### src/rtl/ram_bist.sv
// March C- self-test engine that owns one RAM port while busy and checks read data
// through a LATENCY-deep compare pipeline. Define RAM_BIST_FAIL_LOG_EN to keep first-fail capture.
module ram_bist #(
    parameter int                WIDTH   = 32,
    parameter int                DEPTH   = 1024,
    parameter int                LATENCY = 1,
    parameter logic [WIDTH-1:0]  DATA_BG = {WIDTH{1'b0}},
    localparam int               AW      = $clog2(DEPTH)
) (
    input  logic             clk,
    input  logic             rst_n,
    input  logic             start,
    output logic             busy,
    output logic             done,
    output logic             pass,
    output logic [15:0]      fail_cnt,
    output logic [AW-1:0]    fail_addr,
    output logic [WIDTH-1:0] fail_data,
    output logic             mem_we,
    output logic [AW-1:0]    mem_addr,
    output logic [WIDTH-1:0] mem_din,
    input  logic [WIDTH-1:0] mem_dout
);

    typedef enum logic [3:0] {
        S_IDLE,
        S_W0_UP,
        S_R0W1_UP,
        S_R1W0_UP,
        S_R0W1_DN,
        S_R1W0_DN,
        S_R0_UP,
        S_DRAIN,
        S_DONE
    } state_t;

    localparam logic [AW-1:0]    ADDR_LAST  = AW'(DEPTH - 1);
    localparam logic [AW-1:0]    ADDR_ONE   = AW'(1);
    localparam logic [1:0]       DRAIN_LAST = 2'(LATENCY - 1);
    localparam logic [WIDTH-1:0] BG0        = DATA_BG;
    localparam logic [WIDTH-1:0] BG1        = ~DATA_BG;

    state_t           state_q, state_d;
    logic [AW-1:0]    addr_q, addr_d;
    logic             wr_ph_q, wr_ph_d;
    logic [1:0]       drain_q, drain_d;

    logic             mem_we_q, mem_we_d;
    logic [AW-1:0]    mem_addr_q, mem_addr_d;
    logic [WIDTH-1:0] mem_din_q, mem_din_d;
    logic             rd_q, rd_d;
    logic [WIDTH-1:0] exp_q, exp_d;
    logic             busy_q, busy_d;
    logic             done_q, done_d;

    logic             pass_q, pass_d;
    logic [15:0]      fail_cnt_q, fail_cnt_d;

    logic [LATENCY-1:0] vld_pipe_q, vld_pipe_d;
    logic [WIDTH-1:0]   exp_pipe_q [LATENCY];
    logic [WIDTH-1:0]   exp_pipe_d [LATENCY];

    logic start_acc;
    logic miscmp;

    assign start_acc = start && (state_q == S_IDLE || state_q == S_DONE);
    assign miscmp    = vld_pipe_q[LATENCY-1] && (mem_dout != exp_pipe_q[LATENCY-1]);

    // Sequencer: each element ends on its last address and the next element starts
    // on the following cycle; RW elements alternate a read phase and a write phase.
    always_comb begin
        state_d = state_q;
        addr_d  = addr_q;
        wr_ph_d = wr_ph_q;
        drain_d = drain_q;
        unique case (state_q)
            S_IDLE, S_DONE: begin
                if (start) begin
                    state_d = S_W0_UP;
                    addr_d  = '0;
                    wr_ph_d = 1'b0;
                end
            end
            S_W0_UP: begin
                if (addr_q == ADDR_LAST) begin
                    state_d = S_R0W1_UP;
                    addr_d  = '0;
                end else begin
                    addr_d = addr_q + ADDR_ONE;
                end
            end
            S_R0W1_UP, S_R1W0_UP: begin
                if (!wr_ph_q) begin
                    wr_ph_d = 1'b1;
                end else begin
                    wr_ph_d = 1'b0;
                    if (addr_q == ADDR_LAST) begin
                        if (state_q == S_R0W1_UP) begin
                            state_d = S_R1W0_UP;
                            addr_d  = '0;
                        end else begin
                            state_d = S_R0W1_DN;
                            addr_d  = ADDR_LAST;
                        end
                    end else begin
                        addr_d = addr_q + ADDR_ONE;
                    end
                end
            end
            S_R0W1_DN, S_R1W0_DN: begin
                if (!wr_ph_q) begin
                    wr_ph_d = 1'b1;
                end else begin
                    wr_ph_d = 1'b0;
                    if (addr_q == '0) begin
                        if (state_q == S_R0W1_DN) begin
                            state_d = S_R1W0_DN;
                            addr_d  = ADDR_LAST;
                        end else begin
                            state_d = S_R0_UP;
                            addr_d  = '0;
                        end
                    end else begin
                        addr_d = addr_q - ADDR_ONE;
                    end
                end
            end
            S_R0_UP: begin
                if (addr_q == ADDR_LAST) begin
                    state_d = S_DRAIN;
                    addr_d  = '0;
                    drain_d = '0;
                end else begin
                    addr_d = addr_q + ADDR_ONE;
                end
            end
            S_DRAIN: begin
                if (drain_q == DRAIN_LAST) begin
                    state_d = S_DONE;
                end else begin
                    drain_d = drain_q + 2'd1;
                end
            end
            default: state_d = S_IDLE;
        endcase
    end

    // Port operation is decoded from the next state so it lands in flops together with it.
    always_comb begin
        mem_we_d   = 1'b0;
        mem_addr_d = '0;
        mem_din_d  = '0;
        rd_d       = 1'b0;
        exp_d      = '0;
        busy_d     = !(state_d == S_IDLE || state_d == S_DONE);
        done_d     = (state_d == S_DONE);
        unique case (state_d)
            S_W0_UP: begin
                mem_we_d   = 1'b1;
                mem_addr_d = addr_d;
                mem_din_d  = BG0;
            end
            S_R0W1_UP, S_R0W1_DN: begin
                mem_addr_d = addr_d;
                if (wr_ph_d) begin
                    mem_we_d  = 1'b1;
                    mem_din_d = BG1;
                end else begin
                    rd_d  = 1'b1;
                    exp_d = BG0;
                end
            end
            S_R1W0_UP, S_R1W0_DN: begin
                mem_addr_d = addr_d;
                if (wr_ph_d) begin
                    mem_we_d  = 1'b1;
                    mem_din_d = BG0;
                end else begin
                    rd_d  = 1'b1;
                    exp_d = BG1;
                end
            end
            S_R0_UP: begin
                mem_addr_d = addr_d;
                rd_d       = 1'b1;
                exp_d      = BG0;
            end
            default: ;
        endcase
    end

    // Compare pipeline: stage 0 follows the issued read by one cycle, which is
    // exactly when a 1-cycle RAM presents its data.
    always_comb begin
        vld_pipe_d    = '0;
        vld_pipe_d[0] = rd_q;
        exp_pipe_d[0] = exp_q;
        for (int i = 1; i < LATENCY; i++) begin
            vld_pipe_d[i] = vld_pipe_q[i-1];
            exp_pipe_d[i] = exp_pipe_q[i-1];
        end
    end

    always_comb begin
        fail_cnt_d = fail_cnt_q;
        pass_d     = pass_q;
        if (start_acc) begin
            fail_cnt_d = '0;
            pass_d     = 1'b1;
        end else if (miscmp) begin
            pass_d = 1'b0;
            if (fail_cnt_q != 16'hFFFF) begin
                fail_cnt_d = fail_cnt_q + 16'd1;
            end
        end
    end

    always_ff @(posedge clk or negedge rst_n) begin
        if (!rst_n) begin
            state_q    <= S_IDLE;
            addr_q     <= '0;
            wr_ph_q    <= 1'b0;
            drain_q    <= '0;
            mem_we_q   <= 1'b0;
            mem_addr_q <= '0;
            mem_din_q  <= '0;
            rd_q       <= 1'b0;
            exp_q      <= '0;
            busy_q     <= 1'b0;
            done_q     <= 1'b0;
            pass_q     <= 1'b1;
            fail_cnt_q <= '0;
            vld_pipe_q <= '0;
            for (int i = 0; i < LATENCY; i++) begin
                exp_pipe_q[i] <= '0;
            end
        end else begin
            state_q    <= state_d;
            addr_q     <= addr_d;
            wr_ph_q    <= wr_ph_d;
            drain_q    <= drain_d;
            mem_we_q   <= mem_we_d;
            mem_addr_q <= mem_addr_d;
            mem_din_q  <= mem_din_d;
            rd_q       <= rd_d;
            exp_q      <= exp_d;
            busy_q     <= busy_d;
            done_q     <= done_d;
            pass_q     <= pass_d;
            fail_cnt_q <= fail_cnt_d;
            vld_pipe_q <= vld_pipe_d;
            for (int i = 0; i < LATENCY; i++) begin
                exp_pipe_q[i] <= exp_pipe_d[i];
            end
        end
    end

`ifdef RAM_BIST_FAIL_LOG_EN
    logic [AW-1:0]    addr_pipe_q [LATENCY];
    logic [AW-1:0]    addr_pipe_d [LATENCY];
    logic [AW-1:0]    fail_addr_q, fail_addr_d;
    logic [WIDTH-1:0] fail_data_q, fail_data_d;

    // A zero count before this compare marks the first miscompare of the run.
    always_comb begin
        addr_pipe_d[0] = mem_addr_q;
        for (int i = 1; i < LATENCY; i++) begin
            addr_pipe_d[i] = addr_pipe_q[i-1];
        end
        fail_addr_d = fail_addr_q;
        fail_data_d = fail_data_q;
        if (start_acc) begin
            fail_addr_d = '0;
            fail_data_d = '0;
        end else if (miscmp && fail_cnt_q == '0) begin
            fail_addr_d = addr_pipe_q[LATENCY-1];
            fail_data_d = mem_dout;
        end
    end

    always_ff @(posedge clk or negedge rst_n) begin
        if (!rst_n) begin
            fail_addr_q <= '0;
            fail_data_q <= '0;
            for (int i = 0; i < LATENCY; i++) begin
                addr_pipe_q[i] <= '0;
            end
        end else begin
            fail_addr_q <= fail_addr_d;
            fail_data_q <= fail_data_d;
            for (int i = 0; i < LATENCY; i++) begin
                addr_pipe_q[i] <= addr_pipe_d[i];
            end
        end
    end

    assign fail_addr = fail_addr_q;
    assign fail_data = fail_data_q;
`else
    assign fail_addr = '0;
    assign fail_data = '0;
`endif

    assign busy     = busy_q;
    assign done     = done_q;
    assign pass     = pass_q;
    assign fail_cnt = fail_cnt_q;
    assign mem_we   = mem_we_q;
    assign mem_addr = mem_addr_q;
    assign mem_din  = mem_din_q;

endmodule

### config.mk
export PLATFORM = sky130hd
export DESIGN_NAME = ram_bist
export DESIGN_NICKNAME = d
export VERILOG_FILES = /design/src/rtl/ram_bist.sv
export SDC_FILE = /design/constraint.sdc
export NUM_CORES = 1
export LEC_CHECK = 0
export CAP_MARGIN = 0
export CORE_ASPECT_RATIO = 1.25
export CORE_MARGIN = 4
export CORE_UTILIZATION = 51
export CTS_CLUSTER_SIZE = 10
export DETAILED_ROUTE_END_ITERATION = 8
export PLACE_DENSITY = 0.95
export SLEW_MARGIN = 20
export SYNTH_ARGS = -nofsm -noshare
export SYNTH_HDL_FRONTEND = slang
export SYNTH_SLANG_ARGS = --single-unit
### constraint.sdc
create_clock -name clk -period 5.95 [get_ports clk]
set_input_delay 1.19 -clock clk [delete_from_list [all_inputs] [get_ports clk]]
set_output_delay 1.19 -clock clk [all_outputs]
set_load 0.01 [all_outputs]
# Word level (Yosys, flattened, before mapping)
# Index checks and enable logic that the tools add are counted.
[word_totals] in_bits=35 elab_cells=102 ff_bits=145
[classes] n_mux=40 n_eq_ne=20 n_addsub=4 reduce_logical=23
[ops] op="$mux W32" n=4
[ops] op="$mux W10" n=9
[ops] op="$mux W16" n=3
[ops] op="$pmux W10 S4" n=1
[ops] op="$mux W4" n=8
[ops] op="$ne A32 B32 Y1" n=1
[ops] op="$eq A4 B3 Y1 const B" n=7
[ops] op="$pmux W4 S6" n=1
[ops] op="$add A16 B1 Y16 const B" n=1
[ops] op="$eq A4 B2 Y1 const B" n=4
[ops] op="$ne A16 B16 Y1 const B" n=1
[ops] op="$reduce_or A2 Y1" n=6
[ops] op="$add A10 B1 Y10 const B" n=1
[ops] op="$eq A10 B10 Y1 const B" n=1
[ops] op="$logic_not A10 Y1" n=1
[ops] op="$sub A10 B1 Y10 const B" n=1
[ops] op="$eq A4 B1 Y1 const B" n=2
[ops] op="$eq A4 B4 Y1 const B" n=2
[ops] op="$logic_not A4 Y1" n=2
[ops] op="$reduce_or A4 Y1" n=2
[ops] op="$mux W1" n=6
[ops] op="$mux W2" n=3
[ops] op="$pmux W1 S2" n=3
[ops] op="$reduce_bool A2 Y1" n=3
[ops] op="11 further kinds" n=14

# Depth between registers and ports, before layout
# Gate-level depths: netlist of run 1.
[depth] depth_word=8 ltp_mapped=10 mapped_depth_nobuf=8

# Worst setup path after synthesis of run 1
# Ideal clock, no wire load.
[synth_timing] kind="input port to flip-flop" from="input port mem_dout[2]" to="register fail_cnt_q[1] (netlist: fail_cnt[1])" slack_ns=2.988 cell_stages=7 setup_ns=0.132 arrival_time_ns=2.831 path_cell_list="or4_1 > nor4_1 > o22ai_1 > o211ai_1 > buf_2 > mux2i_1 > nor2_1"
[synth_between] elab_chain_len=4
[synth_rtl] item="start, declared" line="22" source="input logic [WIDTH-1:0] mem_dout"
[synth_rtl] item="$ne A32 B32 Y1" line="67" source="assign miscmp = vld_pipe_q[LATENCY-1] && (mem_dout != exp_pipe_q[LATENCY-1]);"
[synth_rtl] item="$logic_and A1 B1 Y1" line="67"
[synth_rtl] item="$reduce_bool A2 Y1 (no line)"
[synth_rtl] item="$reduce_and A2 Y1 (no line)"
[synth_rtl] item="end signal, assigned" line="250" source="fail_cnt_q <= fail_cnt_d;"
[synth_rtl] item="end, declared" line="57" source="logic [15:0] fail_cnt_q, fail_cnt_d;"
# No other way between the ends.
# A chain may end at the register's enable or synchronous reset.

# Worst setup path after layout of run 1
# Ends and elaborated chain as after synthesis.

==> impl_results.md, run 1 <==
- Pleak: roughly 2.0 nW
- Max stage delay on crit path: 0.88 ns
- Clock Skews: 0.0127 ns
- Nets: 588
- FP Rows: 36
- Clock Latency Late Sink: 0.33 ns
- Prevailing post-synth register cell: dfrtp_1
- Post-cts sizing count: 0
- Fraction of layout cells with a size suffix above 1: 0.0600
- Worst Path Arrival: a little under 4 ns
- Tot GR Track Use: 0.236
- CTS Root Cell: clkbuf_8
- Biggest area consumer among synthesized cells: dfrtp_1
- Seq cells post-synth: 52
- # clock sinks: 52
- Asr flop ratio synth: 1.00
- Worst Setup End Kind: flip-flop
- Seq/Total Area, Yosys: 0.309
- Rel. slew slack: 0.286
- Total grt overflow: 0
- Worst VDD drop: around 0.00018 V
- Clock Path Buffers: 2
- Design area: 4850 um^2
- RSZ-0062 raised after global routing: false
- Ant. Diodes: 0
- Synth top area share: 0.302
- Initial antenna violation count: 0
- Die height: approximately 110 um
- Power per cell area: ~210 nW/um^2
- Reg clk slew, reported paths: 0.11 ns
- Syn Inst Count: 508
- Fin crit share: 0.616
- DR vias/cell: 6.28
- WP data required: around 6.2 ns
- Num CTS Buffers: 5
- Total number of vias: between 4,000 and 5,000
- Layout area overhead: 15.0%
- F_max: roughly 270 MHz
- Die Width: roughly 89 um
- Setup TNS: 0 ns
- Worst hold path class: reg -> reg
- WL/cell: between 15 and 20 um
- GPL Wtd Cong: between 0.9 and 1
- Post-Syn Area: between 4000 and 5000 um^2
- Routed Antenna Nets: 0
- Mean Syn Cell Area: between 8 and 9 um^2
- Crit start category: input pin
- DRT Wirelength: 11,800 um
- Global-route wire length before repair: about 18,000 um
- Die area: ~9800 um^2
- Drt drc: 0
- Largest net degree at the start of global routing: 53
- H-tree depth: 2
- Vias in the first global route: approximately 3,700
- 1st-iter DRT viols: roughly 310
- Initial core utilization: 0.532
- Post-route minimum period: ~3.7 ns
- CORE AREA: around 8000 um^2
- Yosys cell types: 75
- Fin. max-slew vios: 0
- Worst path cell trace: clkdlybuf4s50_1 > or4_1 > nor4_1 > o22ai_1 > o211ai_1 > mux2i_1 > nor2_1
- Placement Cell Area: 4750 um^2
- CP Max Fanout: 16
- First drt pass iteration count: 5
- CTS tree: built
- Io pins: between 100 and 150
- Final Util: 0.612
- Count of final hold-check violations: 0
- Number of synthesized flops with an enable pin: 0
- Yosys Warn Count: 0
- Post-CTS Hold Buffers: 0
- Critical Path Slowest Stage Cell: o211ai_1
- Placed insts: 637
- Post-CTS Setup Repair Bufs: 0
- Transition time of the tightest slew-check pin: roughly 1.1 ns
- Final setup vio count: 0
- Layout Cells excl Fill: approximately 650
- Detailed Place HPWL: 8730 um
- Status: complete, no violations
- Port buffer count: 96
- Synth top area cells: dfrtp_1 30%, buf_4 13%, nand2_1 3.9%, a21oi_1 3.6%, o21ai_0 3.3%
- CP Class: in -> reg
- Max-cap violations: 0
-- registers in the layout, indices dropped and copies added, names as in the netlist, 2 cells and up --
register  flops
fail_cnt     16
addr_q       10
mem_addr     10
state_q       4
drain_q       2
-- final cells by class --
type,count,area (um^2)
clock buffer,5,68.8
clock inverter,3,27.5
fill,667,3080
inverter,12,45.0
multi-input combinational,381,2320
sequential,52,1300
tap,95,119
timing repair buffer,97,963
-- metal layers --
metal  vias up  share of wire  GRT usage
li1       1852              -          -
met1      1937           0.37      0.284
met2       231           0.50      0.407
met3        28           0.10     0.0435
met4         0          0.030      0.100
met5         -              0          0
-- per-stage QoR --
stage                     setup WS (ns)  power, W  hold WS, ns
after detailed placement           2.01  0.000799        0.347
after global routing               2.01   0.00108        0.381
final                              2.29   0.00102        0.371
after floorplan                    2.99  0.000700        0.331
after CTS                          2.34   0.00102        0.376
after global placement             2.14  0.000790        0.333
-- where the power goes --
| group | switching (W) | total [W] | internal, W |
|---|---|---|---|
| Clock | 0.000136 | 0.000223 | 0.0000867 |
| Sequential | 0.0000723 | 0.000461 | 0.000389 |
| Combinational | 0.000183 | 0.000339 | 0.000156 |
| Total | 0.000391 | 0.00102 | 0.000632 |
-- worst paths after layout --
path,startpoint,end,slack (ns),cells past startpoint
min in group asynchronous,rst_n,mem_addr[4]$_DFF_PN0_,0.95,2
max in group asynchronous,rst_n,rd_q$_DFF_PN0_,4.54,2
worst max register to register,wr_ph_q$_DFF_PN0_,mem_addr[0]$_DFF_PN0_,2.88,6
worst max-delay path,mem_dout[2],fail_cnt[1]$_DFFE_PN0P_,2.29,7
worst min-delay path,rd_q$_DFF_PN0_,vld_pipe_q$_DFF_PN0_,0.37,0
worst min register to register,rd_q$_DFF_PN0_,vld_pipe_q$_DFF_PN0_,0.37,0
-- logic make-up (layout without fill, tap and decap cells) --
logic type / count (synthesis) / count (layout) / share of synthesized area
simple gates: 189 / 189 / 0.258
compound gates: 134 / 134 / 0.217
buf+inv: 116 / 117 / 0.177
flops: 52 / 52 / 0.309
xor+xnor: 7 / 7 / 0.0145
mux: 5 / 5 / 0.0122
fa+ha+maj: 4 / 4 / 0.0119
other cells: 1 / 42 / 0.000889
-- Yosys cell counts, drive strengths merged, types with 3 or more instances --
cell / n
or3b: 5
nor4: 11
mux2i: 4
ha: 4
or4: 18
and3: 6
nor2b: 5
nand4: 11
or3: 7
a21o: 4
o21ai: 30
xnor2: 3
a311oi: 3
a32oi: 3
a21boi: 3
dfrtp: 51
o31ai: 6
buf: 90
a31oi: 9
o211ai: 9
a21oi: 30
clkbuf: 14
nand2b: 6
nor3: 14
nand3b: 4
nand2: 44
nand3: 21
xor2: 4
o22ai: 4
inv: 12
nor2: 25
a41oi: 3
a221oi: 5
and4: 4
a211oi: 5
-- cell usage in the layout (no fill, tap or decap), types with 10 or more instances in the layout --
master | synthesis | final
nand3_1 | 21 | 21
a21oi_1 | 30 | 30
inv_1 | 11 | 11
clkdlybuf4s50_1 | 0 | 95
dfrtp_1 | 51 | 51
nor2_1 | 24 | 24
nand4_1 | 10 | 10
nand2_1 | 44 | 44
conb_1 | 1 | 42
o21ai_0 | 28 | 28
nor3_1 | 12 | 12
or4_1 | 16 | 16
-- worst max-delay path, delay by kind of cell --
family,cells,cell delay (ns)
compound gates,2,1.07
buf+inv,1,0.42
mux,1,0.28
simple gates,3,0.90
Power figures use the tool's default switching activity.
==> run 2: changes to the inputs <==
Settings changed: CORE_UTILIZATION 51 to 43, PLACE_DENSITY 0.95 to 0.87.
Clock period 5.95 ns to 3.1 ns, I/O delays scaled along.
==> impl_results.md, run 2 (synthesized netlist as in run 1, its figures left out) <==
- Status: complete, no violations
- Vias in the first global route: about 3,800
- Clock Latency Late Sink: approximately 0.30 ns
- Final setup vio count: 0
- CTS tree: built
- Initial core utilization: 0.439
- First drt pass iteration count: 6
- Global-route wire length before repair: between 15,000 and 20,000 um
- Fin crit share: 0.913
- Worst Setup End Kind: flip-flop
- Seq pwr share: 0.371
- Die area: around 11,000 um^2
- Worst Path Arrival: around 3.1 ns
- Fin. max-slew vios: 0
- Total number of vias: between 4,000 and 5,000
- Clock Skews: about 0.0070 ns
- Fraction of layout cells with a size suffix above 1: 0.0962
- Fin worst setup slack: between 0.2 and 0.3 ns
- Crit start category: flip-flop
- Routed Antenna Nets: 0
- Rel. slew slack: 0.450
- Psw: roughly 0.00078 W
- Hold slack: 0.306 ns
- Nets: about 600
- Worst R2R Setup Slack: between 0.2 and 0.3 ns
- Logic gate share of total power: 0.338
- Clock share of power: 0.291
- F_max: 353 MHz
- Die height: 119 um
- Clock Path Buffers: 2
- Placed insts: 690
- Tot GR Track Use: 0.209
- Pint: ~0.0015 W
- GPL Wtd Cong: approximately 0.96
- Post-CTS Setup Repair Bufs: 0
- FP Rows: 40
- Power per cell area: 438 nW/um^2
- Initial antenna violation count: 0
- Post-cts sizing count: 0
- Die Width: 96.6 um
- Worst path cell trace: inv_1 > ha_1 > or4b_1 > nor4_1 > or4_1 > nor2_2 > o211a_1 > buf_4 > a211oi_2
- Layout area overhead: 21.9%
- Reg clk slew, reported paths: 0.07 ns
- CP Max Fanout: 10
- Setup TNS: 0 ns
- Critical Path Slowest Stage Cell: or4b_1
- DRT Wirelength: 12,400 um
- Detailed Place HPWL: 9180 um
- Worst VDD drop: 0.000243 V
- Count of final hold-check violations: 0
- Most common cell after layout, fill and taps aside: clkdlybuf4s50_1
- Reg2reg start: addr_q[1]$_DFF_PN0_
- Sw Share: 0.347
- Max-cap violations: 0
- Worst R2R End: mem_addr[8]$_DFF_PN0_
- 1st-iter DRT viols: approximately 300
- Ant. Diodes: 0
- CTS Root Cell: clkbuf_16
- Post-CTS Hold Buffers: 0
- Critical path capture point: mem_addr[8]$_DFF_PN0_
- Max stage delay on crit path: between 0.6 and 0.7 ns
- Most frequent cells in the layout: 95 x clkdlybuf4s50_1, 51 x dfrtp_1, 44 x nand2_1, 42 x conb_1, 30 x a21oi_1
- CORE AREA: between 9000 and 10,000 um^2
- CP Class: reg -> reg
- Total grt overflow: 0
- Post-route minimum period: around 2.8 ns
- Largest net degree at the start of global routing: 33
- Drt drc: 0
- Transition time of the tightest slew-check pin: 0.826 ns
- Worst Setup SP: addr_q[1]$_DFF_PN0_
- Max FFs per register: 16
- Layout Cells excl Fill: between 600 and 700
- Worst hold path class: in -> async
- RSZ-0062 raised after global routing: false
- Io pins: ~140
- Port buffer count: 96
- R2R cell count: 9
- Pleak: roughly 2.1 nW
- DR vias/cell: ~6
- # clock sinks: 52
- WL/cell: around 18 um
- WP data required: approximately 3.3 ns
- H-tree depth: 2
- Num CTS Buffers: 5
- Dpl ws: 0.136 ns
[run 2: cell count changes in the layout (fill, tap and decap cells not counted)]
| cell | before | now |
|---|---|---|
| buf_12 | 0 | 1 |
| buf_4 | 1 | 22 |
| bufinv_16 | 0 | 1 |
| clkbuf_16 | 0 | 5 |
| clkbuf_8 | 5 | 0 |
| clkinv_4 | 1 | 0 |
| inv_6 | 0 | 1 |
| inv_8 | 1 | 0 |
[run 2: layer usage]
layer | vias up | track usage | share of wire | wire length, um
met5 | - | 0 | 0 | 0
met4 | 0 | 0.0649 | 0.026 | 318
met3 | 33 | 0.0350 | 0.10 | 1280
met2 | 248 | 0.363 | 0.50 | 6200
met1 | 1955 | 0.260 | 0.37 | 4650
li1 | 1904 | - | - | -
[run 2: worst min path at each step]
stage / startpoint / end / slack, ns / depth (start not counted)
2_1_floorplan: rst_n / addr_q[0]$_DFF_PN0_ / 0.32 / 0
3_5_place_dp: exp_pipe_d[30]$_DFF_PN0_ / exp_pipe_q[30]$_DFF_PN0_ / 0.34 / 0
4_1_cts: rst_n / addr_q[6]$_DFF_PN0_ / 0.32 / 1
6_report: rst_n / mem_addr[5]$_DFF_PN0_ / 0.31 / 1
3_3_place_gp: exp_pipe_d[30]$_DFF_PN0_ / exp_pipe_q[30]$_DFF_PN0_ / 0.34 / 0
5_1_grt: rst_n / addr_q[6]$_DFF_PN0_ / 0.33 / 1
[run 2: worst max-delay path, delay by kind of cell (launching register included)]
family / cells / cell delay [ns]
flops: 1 / 0.50
simple gates: 4 / 1.34
buf+inv: 2 / 0.28
fa+ha+maj: 1 / 0.23
compound gates: 2 / 0.40
[run 2: power by group through the flow]
stage	Sequential (W)	Clock [W]	Combinational [W]
after global routing	0.000850	0.000698	0.000831
after detailed placement	0.000847	0	0.000749
after floorplan	0.000832	0	0.000511
final	0.000837	0.000656	0.000762
after global placement	0.000846	0	0.000736
after CTS	0.000836	0.000669	0.000752
[run 2: stage by stage]
stage	utilization	power, W	area (um^2)
final	0.535	0.00225	5140
after global placement	0.517	0.00158	4970
after detailed placement	0.517	0.00160	4970
after floorplan	-	0.00134	4370
after CTS	0.535	0.00226	5140
after global routing	0.535	0.00238	5140
[run 2: area by class of cell]
type	count	area, um^2
Inverter	12	45.0
Multi-Input combinational cell	381	2320
Sequential cell	52	1300
Timing Repair Buffer	119	1140
Tap cell	126	158
Clock inverter	3	46.3
Clock buffer	5	125
Fill cell	885	4470
==> run 3: changes to the inputs <==
Clock period 3.1 ns to 2.4 ns, I/O delays scaled along.
==> impl_results.md, run 3 (synthesized netlist as in run 1, its figures left out) <==
- H-tree depth: 2
- Worst hold path class: in -> async
- Clock share of power: 0.251
- Worst VDD drop: between 0.0003 and 0.0004 V
- Die area: roughly 11,000 um^2
- Fin. max-slew vios: 0
- Ant. Diodes: 0
- Total grt overflow: 0
- Fraction of layout cells with a size suffix above 1: 0.245
- Status: complete, no violations
- Logic gate share of total power: 0.440
- Transition time of the tightest slew-check pin: 0.653 ns
- Tot GR Track Use: 0.224
- Sw Share: 0.349
- Dpl ws: -0.375 ns
- GPL Wtd Cong: ~0.97
- Setup TNS: 0 ns
- FP Rows: 40
- Pint: ~0.0022 W
- Reg clk slew, reported paths: about 0.07 ns
- Initial antenna violation count: 0
- Port buffer count: 96
- CP Max Fanout: 6
- Detailed Place HPWL: 10,200 um
- Final Util: 0.617
- Io pins: about 140
- Max FFs per register: 16
- First drt pass iteration count: 5
- CORE AREA: a little under 10,000 um^2
- Count of final hold-check violations: 0
- RSZ-0062 raised after global routing: true
- Rel. slew slack: 0.560
- CTS Root Cell: clkbuf_16
- CTS tree: built
- Hold slack: approximately 0.17 ns
- Die height: about 120 um
- Routed Antenna Nets: 0
- DRT Wirelength: 13,500 um
- DR vias/cell: 5.72
- Post-CTS Hold Buffers: 0
- Max-cap violations: 0
- Nets: ~680
- # fillers: 795
- F_max: between 400 and 500 MHz
- Initial core utilization: 0.439
- Clock Latency Late Sink: approximately 0.30 ns
- Die Width: 96.6 um
- Pleak: about 2.6 nW
- Psw: 0.00118 W
- Seq pwr share: 0.309
- Most frequent cells in the layout: 85 x clkdlybuf4s50_1, 85 x buf_4, 51 x dfrtp_1, 44 x nand2_1, 42 x conb_1
- Placement Cell Area: about 5500 um^2
- Drt drc: 0
- CP Class: reg -> reg
- Worst Path Arrival: around 2.6 ns
- Largest net degree at the start of global routing: 33
- Post-route minimum period: ~2.4 ns
- Fin worst setup slack: ~0.0037 ns
- Crit start category: flip-flop
- Global-route wire length before repair: about 20,000 um
- Layout area overhead: 40.5%
- Vias in the first global route: between 4,000 and 5,000
- Clock Skews: between 0.006 and 0.007 ns
- Final setup vio count: 0
- WP data required: between 2 and 3 ns
- Design area: ~6000 um^2
- Clock Path Buffers: 2
- Worst Setup End Kind: flip-flop
- WL/cell: 17.6 um
- Power per cell area: between 500 and 600 nW/um^2
- # clock sinks: 52
- 1st-iter DRT viols: approximately 340
- Num CTS Buffers: 5
- Total number of vias: approximately 4,400
- Fin crit share: 0.998
[run 3: stage by stage]
| stage | total power [W] | std cells |
|---|---|---|
| floorplan | 0.00173 | 549 |
| global placement | 0.00226 | 751 |
| detailed placement | 0.00228 | 751 |
| CTS | 0.00325 | 765 |
| global route | 0.00354 | 767 |
| finish | 0.00337 | 767 |
[run 3: power groups by stage]
stage	combinational [W]	sequential, W	clock [W]
after floorplan	0.000660	0.00107	0
after global placement	0.00120	0.00105	0
after detailed placement	0.00122	0.00105	0
after CTS	0.00136	0.00104	0.000857
after global routing	0.00160	0.00105	0.000894
final	0.00148	0.00104	0.000846
[run 3: cell type report]
type / instances / area (um^2) / share of cell area
Multi-Input combinational cell: 381 / 2530 / 0.427
Inverter: 12 / 45.0 / 0.00760
Sequential cell: 52 / 1300 / 0.220
Clock buffer: 5 / 125 / 0.0211
Tap cell: 126 / 158 / 0.0266
Clock inverter: 3 / 46.3 / 0.00781
Timing Repair Buffer: 188 / 1720 / 0.290
[run 3: final timing paths]
| kind | cells after the start | to | slack (ns) | start |
|---|---|---|---|---|
| max in group asynchronous | 2 | pass$_DFFE_PN1P_ | 1.61 | rst_n |
| worst max register to register | 8 | mem_addr[1]$_DFF_PN0_ | 0.004 | addr_q[0]$_DFF_PN0_ |
| worst min-delay path | 1 | mem_addr[4]$_DFF_PN0_ | 0.17 | rst_n |
| min in group clk | 0 | vld_pipe_q$_DFF_PN0_ | 0.35 | rd_q$_DFF_PN0_ |
| worst max-delay path | 8 | mem_addr[1]$_DFF_PN0_ | 0.004 | addr_q[0]$_DFF_PN0_ |
| worst min register to register | 0 | vld_pipe_q$_DFF_PN0_ | 0.35 | rd_q$_DFF_PN0_ |
[run 3: critical path, cell delays in order, from the launching register on]
cell,delay (ns)
dfrtp_1,0.39
inv_2,0.08
ha_4,0.17
or4b_4,0.50
nor3_4,0.27
a21oi_2,0.09
a211o_1,0.34
o211a_4,0.22
a211oi_4,0.23
[run 3: metal layers]
layer | global-route usage | vias up | share of wire | routed length [um]
li1 | - | 2032 | - | -
met1 | 0.250 | 2050 | 0.36 | 4900
met2 | 0.393 | 257 | 0.49 | 6630
met3 | 0.0401 | 50 | 0.092 | 1240
met4 | 0.117 | 0 | 0.056 | 757
met5 | 0 | - | 0 | 0
[run 3: what timing repair did]
item,CTS,global route
gates resized for setup,22,35
setup buffers,5,2
setup endpoints to repair,19,27
pin swaps,10,17
cloned,1,0
